`config.mk`:
```
export PLATFORM = sky130hd
export DESIGN_NAME = shift_two_rx_flat
export DESIGN_NICKNAME = d
export VERILOG_FILES = /design/src/rtl/shift_two_rx_if.sv /design/src/rtl/shift_two_rx.sv /design/src/flat_wrapper.sv
export SDC_FILE = /design/constraint.sdc
export NUM_CORES = 1
export LEC_CHECK = 0
export ABC_CLOCK_PERIOD_IN_PS = 4050
export CORE_MARGIN = 1.5
export CORE_UTILIZATION = 55
export DETAILED_ROUTE_END_ITERATION = 8
export PLACE_DENSITY = 0.92
export SLEW_MARGIN = 20
export SYNTH_ARGS = -nofsm -noshare
export SYNTH_HDL_FRONTEND = slang
export SYNTH_SLANG_ARGS = --single-unit
```
`constraint.sdc`:
```
create_clock -name clk -period 4.05 [get_ports clk]
set_clock_uncertainty 0.15 [all_clocks]
set_input_delay 0.6075 -clock clk [delete_from_list [all_inputs] [get_ports clk]]
set_output_delay 0.6075 -clock clk [all_outputs]
set_load 0.05 [all_outputs]
```
`src/rtl/shift_two_rx_if.sv`:
```
// shift_two_rx_if: symbol-in / byte-out bus between the PPM slot decoder, the receive shifter and the byte sink
interface shift_two_rx_if;
    logic [1:0] sym_in;
    logic       sym_valid;
    logic       sync;
    logic [7:0] data_out;
    logic       data_valid;
    logic       frame_err;
    logic       busy;

    modport master (
        output sym_in, sym_valid, sync,
        input  data_out, data_valid, frame_err, busy
    );

    modport slave (
        input  sym_in, sym_valid, sync,
        output data_out, data_valid, frame_err, busy
    );
endinterface

```
`src/rtl/shift_two_rx.sv`:
```
// shift_two_rx: assembles 2-bit PPM symbols (MSB pair first) into bytes, dropping partial bytes on timeout or sync
module shift_two_rx #(
    parameter int TIMEOUT_CYC = 64,
    parameter int CNT_W       = 7
) (
    input  logic           clk,
    input  logic           rst,
    shift_two_rx_if.slave  bus
);
    typedef enum logic {IDLE, COLLECT} state_t;

    localparam logic [CNT_W-1:0] GAP_MAX = CNT_W'(TIMEOUT_CYC - 1);

    state_t           state_q, state_d;
    logic [1:0]       sym_cnt_q, sym_cnt_d;
    logic [CNT_W-1:0] gap_cnt_q, gap_cnt_d;
    logic [5:0]       shreg_q, shreg_d;
    logic [7:0]       data_q, data_d;
    logic             dv_q, dv_d;
    logic             fe_q, fe_d;

    // Next state: sync (or an idle receiver) restarts the byte, otherwise shift in a symbol or age the gap counter
    always_comb begin
        state_d   = state_q;
        sym_cnt_d = sym_cnt_q;
        gap_cnt_d = gap_cnt_q;
        shreg_d   = shreg_q;
        data_d    = data_q;
        dv_d      = 1'b0;
        fe_d      = 1'b0;
        if (bus.sync || state_q == IDLE) begin
            fe_d      = bus.sync && state_q == COLLECT;
            state_d   = bus.sym_valid ? COLLECT : IDLE;
            sym_cnt_d = bus.sym_valid ? 2'd1 : 2'd0;
            gap_cnt_d = '0;
            shreg_d   = bus.sym_valid ? {4'b0, bus.sym_in} : '0;
        end else if (bus.sym_valid) begin
            shreg_d   = {shreg_q[3:0], bus.sym_in};
            sym_cnt_d = sym_cnt_q + 2'd1;
            gap_cnt_d = '0;
            if (sym_cnt_q == 2'd3) begin
                data_d  = {shreg_q, bus.sym_in};
                dv_d    = 1'b1;
                state_d = IDLE;
            end
        end else if (gap_cnt_q == GAP_MAX) begin
            fe_d      = 1'b1;
            state_d   = IDLE;
            sym_cnt_d = 2'd0;
            gap_cnt_d = '0;
            shreg_d   = '0;
        end else begin
            gap_cnt_d = gap_cnt_q + CNT_W'(1);
        end
    end

    // State and output registers; reset silently discards any partial byte
    always_ff @(posedge clk or posedge rst) begin
        if (rst) begin
            state_q   <= IDLE;
            sym_cnt_q <= 2'd0;
            gap_cnt_q <= '0;
            shreg_q   <= '0;
            data_q    <= 8'h00;
            dv_q      <= 1'b0;
            fe_q      <= 1'b0;
        end else begin
            state_q   <= state_d;
            sym_cnt_q <= sym_cnt_d;
            gap_cnt_q <= gap_cnt_d;
            shreg_q   <= shreg_d;
            data_q    <= data_d;
            dv_q      <= dv_d;
            fe_q      <= fe_d;
        end
    end

    assign bus.data_out   = data_q;
    assign bus.data_valid = dv_q;
    assign bus.frame_err  = fe_q;
    assign bus.busy       = state_q == COLLECT;
endmodule
```
`src/flat_wrapper.sv`:
```
// flat-port wrapper written by rule: the top's interface ports become plain ports
module shift_two_rx_flat 
#(
    parameter int TIMEOUT_CYC = 64,
    parameter int CNT_W       = 7
)
  (clk, rst, bus_sym_in, bus_sym_valid, bus_sync, bus_data_out, bus_data_valid, bus_frame_err, bus_busy);
  shift_two_rx_if bus_i ();
  input  logic clk;
  input  logic rst;
  input wire logic [$bits(bus_i.sym_in)-1:0] bus_sym_in;
  input wire logic [$bits(bus_i.sym_valid)-1:0] bus_sym_valid;
  input wire logic [$bits(bus_i.sync)-1:0] bus_sync;
  output wire logic [$bits(bus_i.data_out)-1:0] bus_data_out;
  output wire logic [$bits(bus_i.data_valid)-1:0] bus_data_valid;
  output wire logic [$bits(bus_i.frame_err)-1:0] bus_frame_err;
  output wire logic [$bits(bus_i.busy)-1:0] bus_busy;
  assign bus_i.sym_in = bus_sym_in;
  assign bus_i.sym_valid = bus_sym_valid;
  assign bus_i.sync = bus_sync;
  assign bus_data_out = bus_i.data_out;
  assign bus_data_valid = bus_i.data_valid;
  assign bus_frame_err = bus_i.frame_err;
  assign bus_busy = bus_i.busy;
  shift_two_rx #(.TIMEOUT_CYC(TIMEOUT_CYC), .CNT_W(CNT_W)) u_core (.clk(clk), .rst(rst), .bus(bus_i));
endmodule
```
==> results.txt, run 1 <==
----------------------------------------------------
[Detailed routing]
  Routed length per placed instance ... 14.76 µm
  Total number of vias ... 748
  Remaining DRCs ... 0
  DR vias/cell ... 5.582
  First-pass detailed-route iteration total ... 4
  Initial DRC Count ... 16
  Wire length after detailed routing ... about 2000 µm
  Antenna Violating Nets Remaining ... 0

[Cells and area]
  Most common cell after layout, fill and taps aside ... sky130_fd_sc_hd__dfrtp_1
  Fill cell count ... 137
  Antenna Cells ... 0
  Signed area change from the synthesized netlist to the final layout ... 18.11%
  Combined area of the multi-input logic cells ... 431.7 µm²
  Final Util ... 67.65%
  Share of cells above drive strength 1 ... 14.02%
  Number of nets in the layout ... 117
  Seq. cell area ... 650.6 µm²
  Finished Layout Cells ... 134
  Commonest cells after routing, fill and taps aside ... sky130_fd_sc_hd__dfrtp_1 (26), sky130_fd_sc_hd__clkdlybuf4s50_1 (16), sky130_fd_sc_hd__mux2_2 (8), sky130_fd_sc_hd__o21ai_0 (8), sky130_fd_sc_hd__nand3_1 (7)

[Worst setup path]
  Crit start category ... flop
  Start-to-end type of the worst setup path ... flop to primary output
  Crit path buffers/inverters ... 1
  CP arrival ... 1.55 ns
  R2r startpoint ... u_core.gap_cnt_q[0]
  Reg-to-reg setup timing slack ... 2.41 ns
  Required time of the critical path ... 3.29 ns
  Nature of the critical path endpoint ... primary output
  Cell-by-cell trace of the critical path ... clkdlybuf4s50_1
  Top Family by Delay on Critical Path ... buffers and inverters
  Standard cell with the maximum stage delay on the critical path ... sky130_fd_sc_hd__clkdlybuf4s50_1
  Slowest Stage Delay on Critical Path ... ~0.82 ns
  CP startpoint ... u_core.bus.busy
  Largest fanout on the critical path ... 5

[Clock tree]
  Sink count of the clock tree ... 26
  Post-CTS Hold Buffers ... 0
  Setup Fix Bufs, Post-CTS ... 0
  Clock latency reported for the late side of the worst-skew pair ... 0.31 ns
  Number of gates resized after CTS ... 0
  Cell at the root of the clock tree ... sky130_fd_sc_hd__clkbuf_4
  CTS tree ... built
  Buffer levels on the longest clock path ... 2
  Clock slew at the register clock pins of the worst setup and hold paths ... between 0.1 and 0.15 ns
  CTS HTree Levels ... 1
  TritonCTS Buffers ... 3

[Global route]
  Total gr overflow ... 0
  Global-route wire length before repair ... 3229 µm
  Pin count of the biggest net entering global routing ... 27
  Initial antenna violation count ... 0
  Total GRT Usage ... 20.85%
  Number of global-route vias before repair ... 717

[Pwr]
  Worst IR Drop VDD ... 0.0003270 V
  Fraction of power spent switching nets ... 26.37%
  Relative contribution of combinational cells to total power ... 15.2%
  Leak Pwr ... 0.5946 nW
  Part of the power in registers ... 61.9%
  Power Dens Cells ... 341.1 mW/mm²
  Total net switching power ... 0.1182 mW
  Clock network power share ... 23.0%
  Internal power summed over all cells ... between 0.3 and 0.4 mW

[Timing]
  Count of endpoints failing setup in the final report ... 0
  Setup repair after global routing missed its margin ... no
  Achievable frequency ... 432.7 MHz
  Final count of pins violating max slew ... 0
  Final setup margin ... 1.739 ns
  Total negative slack for setup checks ... 0 ns
  Max_slew headroom ... 38.61%
  Worst hold slack after final layout ... 0.3149 ns
  Final Hold Vio Count ... 0
  Period utilization ... 57.06%
  Slew at the pin closest to its max-slew limit ... 0.9198 ns
  Tmin final ... 2.311 ns

[Logic synthesis]
  FFs w/ async S/R, synth ... 100.0%
  Cell count after synthesis ... 91
  Post-synthesis sequential area ratio ... 58.49%
  Cell Area, Synth ... 0.001112 mm²
  Warning count from the yosys run ... 0
  Number of distinct library cells after synthesis ... 28
  Synthesized Nets ... 99
  Flops & latches, synth ... 26
  Post-synth EDFFs ... 0
  Top FF cell, synth ... sky130_fd_sc_hd__dfrtp_1
  Mean Syn Cell Area ... 12.22 µm²

[Floorplan]
  Die boundary height ... between 40 and 50 µm
  Die Area ... 0.002301 mm²
  Area of the core ... 0.001942 mm²
  Ports ... 17
  Initial core utilization ... 57.28%
  Site row count ... 16
  Overall die width ... ~48 µm

[Placement]
  Routability-driven placement congestion ratio ... 0.8561
  Place WS ... 1.592 ns
  Number of instances in the placed design ... 131
  Post-detailed-placement half-perimeter wirelength ... 1425 µm
  Port buffer count ... 16

[Worst hold path]
  Class of the worst hold path ... flop to flop
  Hold wc startpoint ... u_core.gap_cnt_q[0]

[Outcome]
  Status ... completed

[Job]
  Number of max-capacitance violations reported ... 0

----------------------------------------------------
==> layer usage <==
| layer | vias up | GRT usage (%) | part of all wire (%) |
|---|---|---|---|
| met5 | - | 0 | 0 |
| met4 | 0 | 11.35 | 2.1 |
| met3 | 5 | 3.774 | 3.6 |
| met2 | 20 | 34.67 | 51 |
| met1 | 368 | 25.62 | 43 |
| li1 | 355 | - | - |
==> registers in the layout (all words and copies together), names as in the netlist <==
| register | cells |
|---|---|
| u_core.bus.frame_err | 1 |
| u_core.gap_cnt_q | 7 |
| u_core.sym_cnt_q | 2 |
| u_core.bus.data_out | 8 |
| u_core.shreg_q | 6 |
| u_core.bus.busy | 1 |
| u_core.bus.data_valid | 1 |
==> Yosys cell counts (2+ instances only) <==
cell type                  count  area, µm²
sky130_fd_sc_hd__nor2_1        3      11.26
sky130_fd_sc_hd__inv_1         4      15.01
sky130_fd_sc_hd__a32o_1        2      20.02
sky130_fd_sc_hd__buf_2         3      15.01
sky130_fd_sc_hd__mux2_2        8      90.09
sky130_fd_sc_hd__nand2_1       2      7.510
sky130_fd_sc_hd__nand3b_1      5      37.54
sky130_fd_sc_hd__ha_1          2      25.02
sky130_fd_sc_hd__dfrtp_1      26      650.6
sky130_fd_sc_hd__xor2_1        2      17.52
sky130_fd_sc_hd__nor3_1        3      15.01
sky130_fd_sc_hd__o21ai_0       8      40.04
sky130_fd_sc_hd__nand2b_1      2      12.51
sky130_fd_sc_hd__nand3_1       7      35.03
==> area by class of cell <==
type,instances,share of cell area [%]
repair buffers,16,12.19
clock buffers,3,1.714
flip-flops and latches,26,49.52
multi-input cells,58,32.86
well taps,27,2.571
inverters,4,1.143
==> power by group through the flow <==
stage,registers [mW],clock network [mW],logic [mW]
2_1_floorplan,0.303,0,0.0228
3_3_place_gp,0.282,0,0.0664
3_5_place_dp,0.282,0,0.0685
4_1_cts,0.277,0.105,0.0688
5_1_grt,0.279,0.113,0.0733
6_report,0.277,0.103,0.0680
==> through the flow <==
stage               power, mW  area (µm²)
floorplan              0.3257        1112
global placement       0.3481        1291
detailed placement     0.3509        1291
CTS                    0.4508        1314
global route           0.4646        1314
finish                 0.4482        1314
==> kinds of logic after synthesis <==
kind of cell / count (synthesis) / synth area share [%]
DFF: 26 / 58.49
xor gates and xnor gates: 3 / 2.363
buffers and inverters: 7 / 2.699
adders and majority gates: 2 / 2.249
and+or+nand+nor: 29 / 16.76
AOI/OAI and AO/OA: 16 / 9.336
muxes: 8 / 8.099
==> final timing paths <==
kind / to / cells past startpoint
worst max-delay path: bus_busy / 1
worst min register to register: u_core.gap_cnt_q[0] / 1
worst max register to register: u_core.shreg_q[1] / 4
min in group asynchronous: u_core.gap_cnt_q[0] / 2
max in group asynchronous: u_core.bus.busy / 2
worst min-delay path: u_core.gap_cnt_q[0] / 1
No activity file was read; power rests on OpenSTA's default activity.
==> inputs of run 2 (changes only) <==
- ABC_CLOCK_PERIOD_IN_PS: 4050 -> 2200
- CORE_UTILIZATION: 55 -> 51
- PLACE_DENSITY: 0.92 -> 0.87
- clock period: 4.05 -> 2.2 ns (I/O delays scaled with it)
==> run 2 against run 1 <==
  * Total power grew 85%
  * Final cell count grew 2.2%
  * Combinational power grew 91%
  * Sequential share of layout area shrank 0.83 points
  * Non-clock buffer count grew 3
  * Critical path depth is the same
  * Worst hold slack lost 0.095 ns
  * Largest cell class unchanged
  * Largest power group unchanged
==> results.txt, run 2 (same netlist as run 1, synthesis figures left out) <==
----------------------------------------------------
[Pwr]
  Worst IR Drop VDD ... 0.0004623 V
  Power Dens Cells ... 621.3 mW/mm²
  Leak Pwr ... 0.6093 nW
  Total power after layout ... 0.8302 mW

[Worst setup path]
  Crit start category ... flop
  Slowest Stage Delay on Critical Path ... 0.82 ns
  Largest fanout on the critical path ... 5
  CP arrival ... between 1.5 and 2 ns
  Cell-by-cell trace of the critical path ... clkdlybuf4s50_1
  Total stage count of the critical path ... 1
  Top Family by Delay on Critical Path ... buffers and inverters
  Nature of the critical path endpoint ... primary output
  Required time of the critical path ... roughly 1.7 ns
  Crit path buffers/inverters ... 1
  Reg2Reg Depth ... 4
  Standard cell with the maximum stage delay on the critical path ... sky130_fd_sc_hd__clkdlybuf4s50_1
  Start-to-end type of the worst setup path ... flop to primary output

[Placement]
  Post-detailed-placement half-perimeter wirelength ... ~1400 µm
  Routability-driven placement congestion ratio ... 0.7773
  Port buffer count ... 16

[Global route]
  Total gr overflow ... 0
  Pin count of the biggest net entering global routing ... 27
  Number of global-route vias before repair ... 705
  Initial antenna violation count ... 0
  Total GRT Usage ... 17.04%
  Global-route wire length before repair ... 3139 µm

[Clock tree]
  CTS tree ... built
  Setup Fix Bufs, Post-CTS ... 0
  TritonCTS Buffers ... 3
  Post-CTS Hold Buffers ... 0
  Number of gates resized after CTS ... 0
  Sink count of the clock tree ... 26
  Clock latency reported for the late side of the worst-skew pair ... 0.31 ns
  Buffer levels on the longest clock path ... 2
  Clock slew at the register clock pins of the worst setup and hold paths ... 0.12 ns
  Cell at the root of the clock tree ... sky130_fd_sc_hd__clkbuf_4
  CTS HTree Levels ... 1

[Timing]
  Slew at the pin closest to its max-slew limit ... 0.5010 ns
  Final Hold Vio Count ... 0
  Period utilization ... 92.97%
  Max_slew headroom ... around two thirds
  Total negative slack for setup checks ... 0 ns
  Achievable frequency ... 488.9 MHz
  Final count of pins violating max slew ... 0
  Setup repair after global routing missed its margin ... no
  Tmin final ... 2.045 ns
  Count of endpoints failing setup in the final report ... 0

[Floorplan]
  Die boundary height ... 49.70 µm
  Overall die width ... 49.70 µm
  Ports ... 17
  Die Area ... 0.002470 mm²
  Site row count ... 16
  Area of the core ... 0.002002 mm²
  Initial core utilization ... 55.56%

[Detailed routing]
  First-pass detailed-route iteration total ... 4
  Initial DRC Count ... 18
  Routed length per placed instance ... approximately 14 µm
  DR vias/cell ... 5.628
  Total number of vias ... 771
  Antenna Violating Nets Remaining ... 0
  Wire length after detailed routing ... 1852 µm
  Remaining DRCs ... 0

[Cells and area]
  Share of cells above drive strength 1 ... 16.36%
  Commonest cells after routing, fill and taps aside ... sky130_fd_sc_hd__dfrtp_1 (26), sky130_fd_sc_hd__clkdlybuf4s50_1 (16), sky130_fd_sc_hd__mux2_2 (8), sky130_fd_sc_hd__o21ai_0 (8), sky130_fd_sc_hd__nand3_1 (7)
  Fill cell count ... 156
  Largest register FFs ... 8
  Most common cell after layout, fill and taps aside ... sky130_fd_sc_hd__dfrtp_1
  Number of nets in the layout ... 120
  Antenna Cells ... 0
  Signed area change from the synthesized netlist to the final layout ... 20.13%

[Outcome]
  Status ... completed

[Job]
  Number of max-capacitance violations reported ... 0

[Worst hold path]
  Class of the worst hold path ... primary input to async pin

----------------------------------------------------
run 2: area by class of cell:
| cell class | instances | area [µm²] | share of cell area, % |
|---|---|---|---|
| timing repair buffer | 19 | 182.7 | 13.67 |
| sequential | 26 | 650.6 | 48.69 |
| inverter | 4 | 15.01 | 1.124 |
| clock buffer | 3 | 22.52 | 1.685 |
| tap | 27 | 33.78 | 2.528 |
| multi-input combinational | 58 | 431.7 | 32.30 |
run 2: worst reg2reg max path: stages, from the launching register on:
cell,delay [ns]
sky130_fd_sc_hd__dfrtp_1,0.39
sky130_fd_sc_hd__ha_1,0.24
sky130_fd_sc_hd__nand4_2,0.19
sky130_fd_sc_hd__or2_1,0.31
sky130_fd_sc_hd__a32o_1,0.25
run 2: final timing paths:
kind	slack (ns)	to	startpoint
setup / recovery	0.15	bus_busy	u_core.bus.busy
hold / removal	0.22	u_core.bus.data_out[0]	rst
setup reg to reg	0.57	u_core.shreg_q[1]	u_core.gap_cnt_q[0]
hold reg to reg	0.33	u_core.gap_cnt_q[0]	u_core.gap_cnt_q[0]
max in group asynchronous	1.44	u_core.shreg_q[0]	rst
min in group clk	0.33	u_core.gap_cnt_q[0]	u_core.gap_cnt_q[0]
run 2: metrics by stage:
stage	area, µm²	hold WS [ns]	setup WS [ns]	util [%]	std cells
after floorplan	1112	0.2200	0.5384	-	91
after global placement	1314	0.3021	0.3570	65.63	134
after detailed placement	1314	0.3196	0.3163	65.63	134
after CTS	1336	0.2342	0.1375	66.75	137
after global routing	1336	0.2656	0.06380	66.75	137
final	1336	0.2196	0.1547	66.75	137
run 2: power breakdown:
| part | internal [mW] | leakage [nW] | switching (mW) |
|---|---|---|---|
| clock network | 0.0641 | 0.0138 | 0.128 |
| registers | 0.497 | 0.352 | 0.0119 |
| logic | 0.0504 | 0.244 | 0.0792 |
| total | 0.611 | 0.609 | 0.219 |
run 2: routing by layer:
layer	global-route usage, %	vias up	part of all wire, %
met1	21.52	387	43
met5	0	-	0
met2	29.11	18	52
met3	2.727	4	3.1
met4	6.944	0	1.6
li1	-	362	-
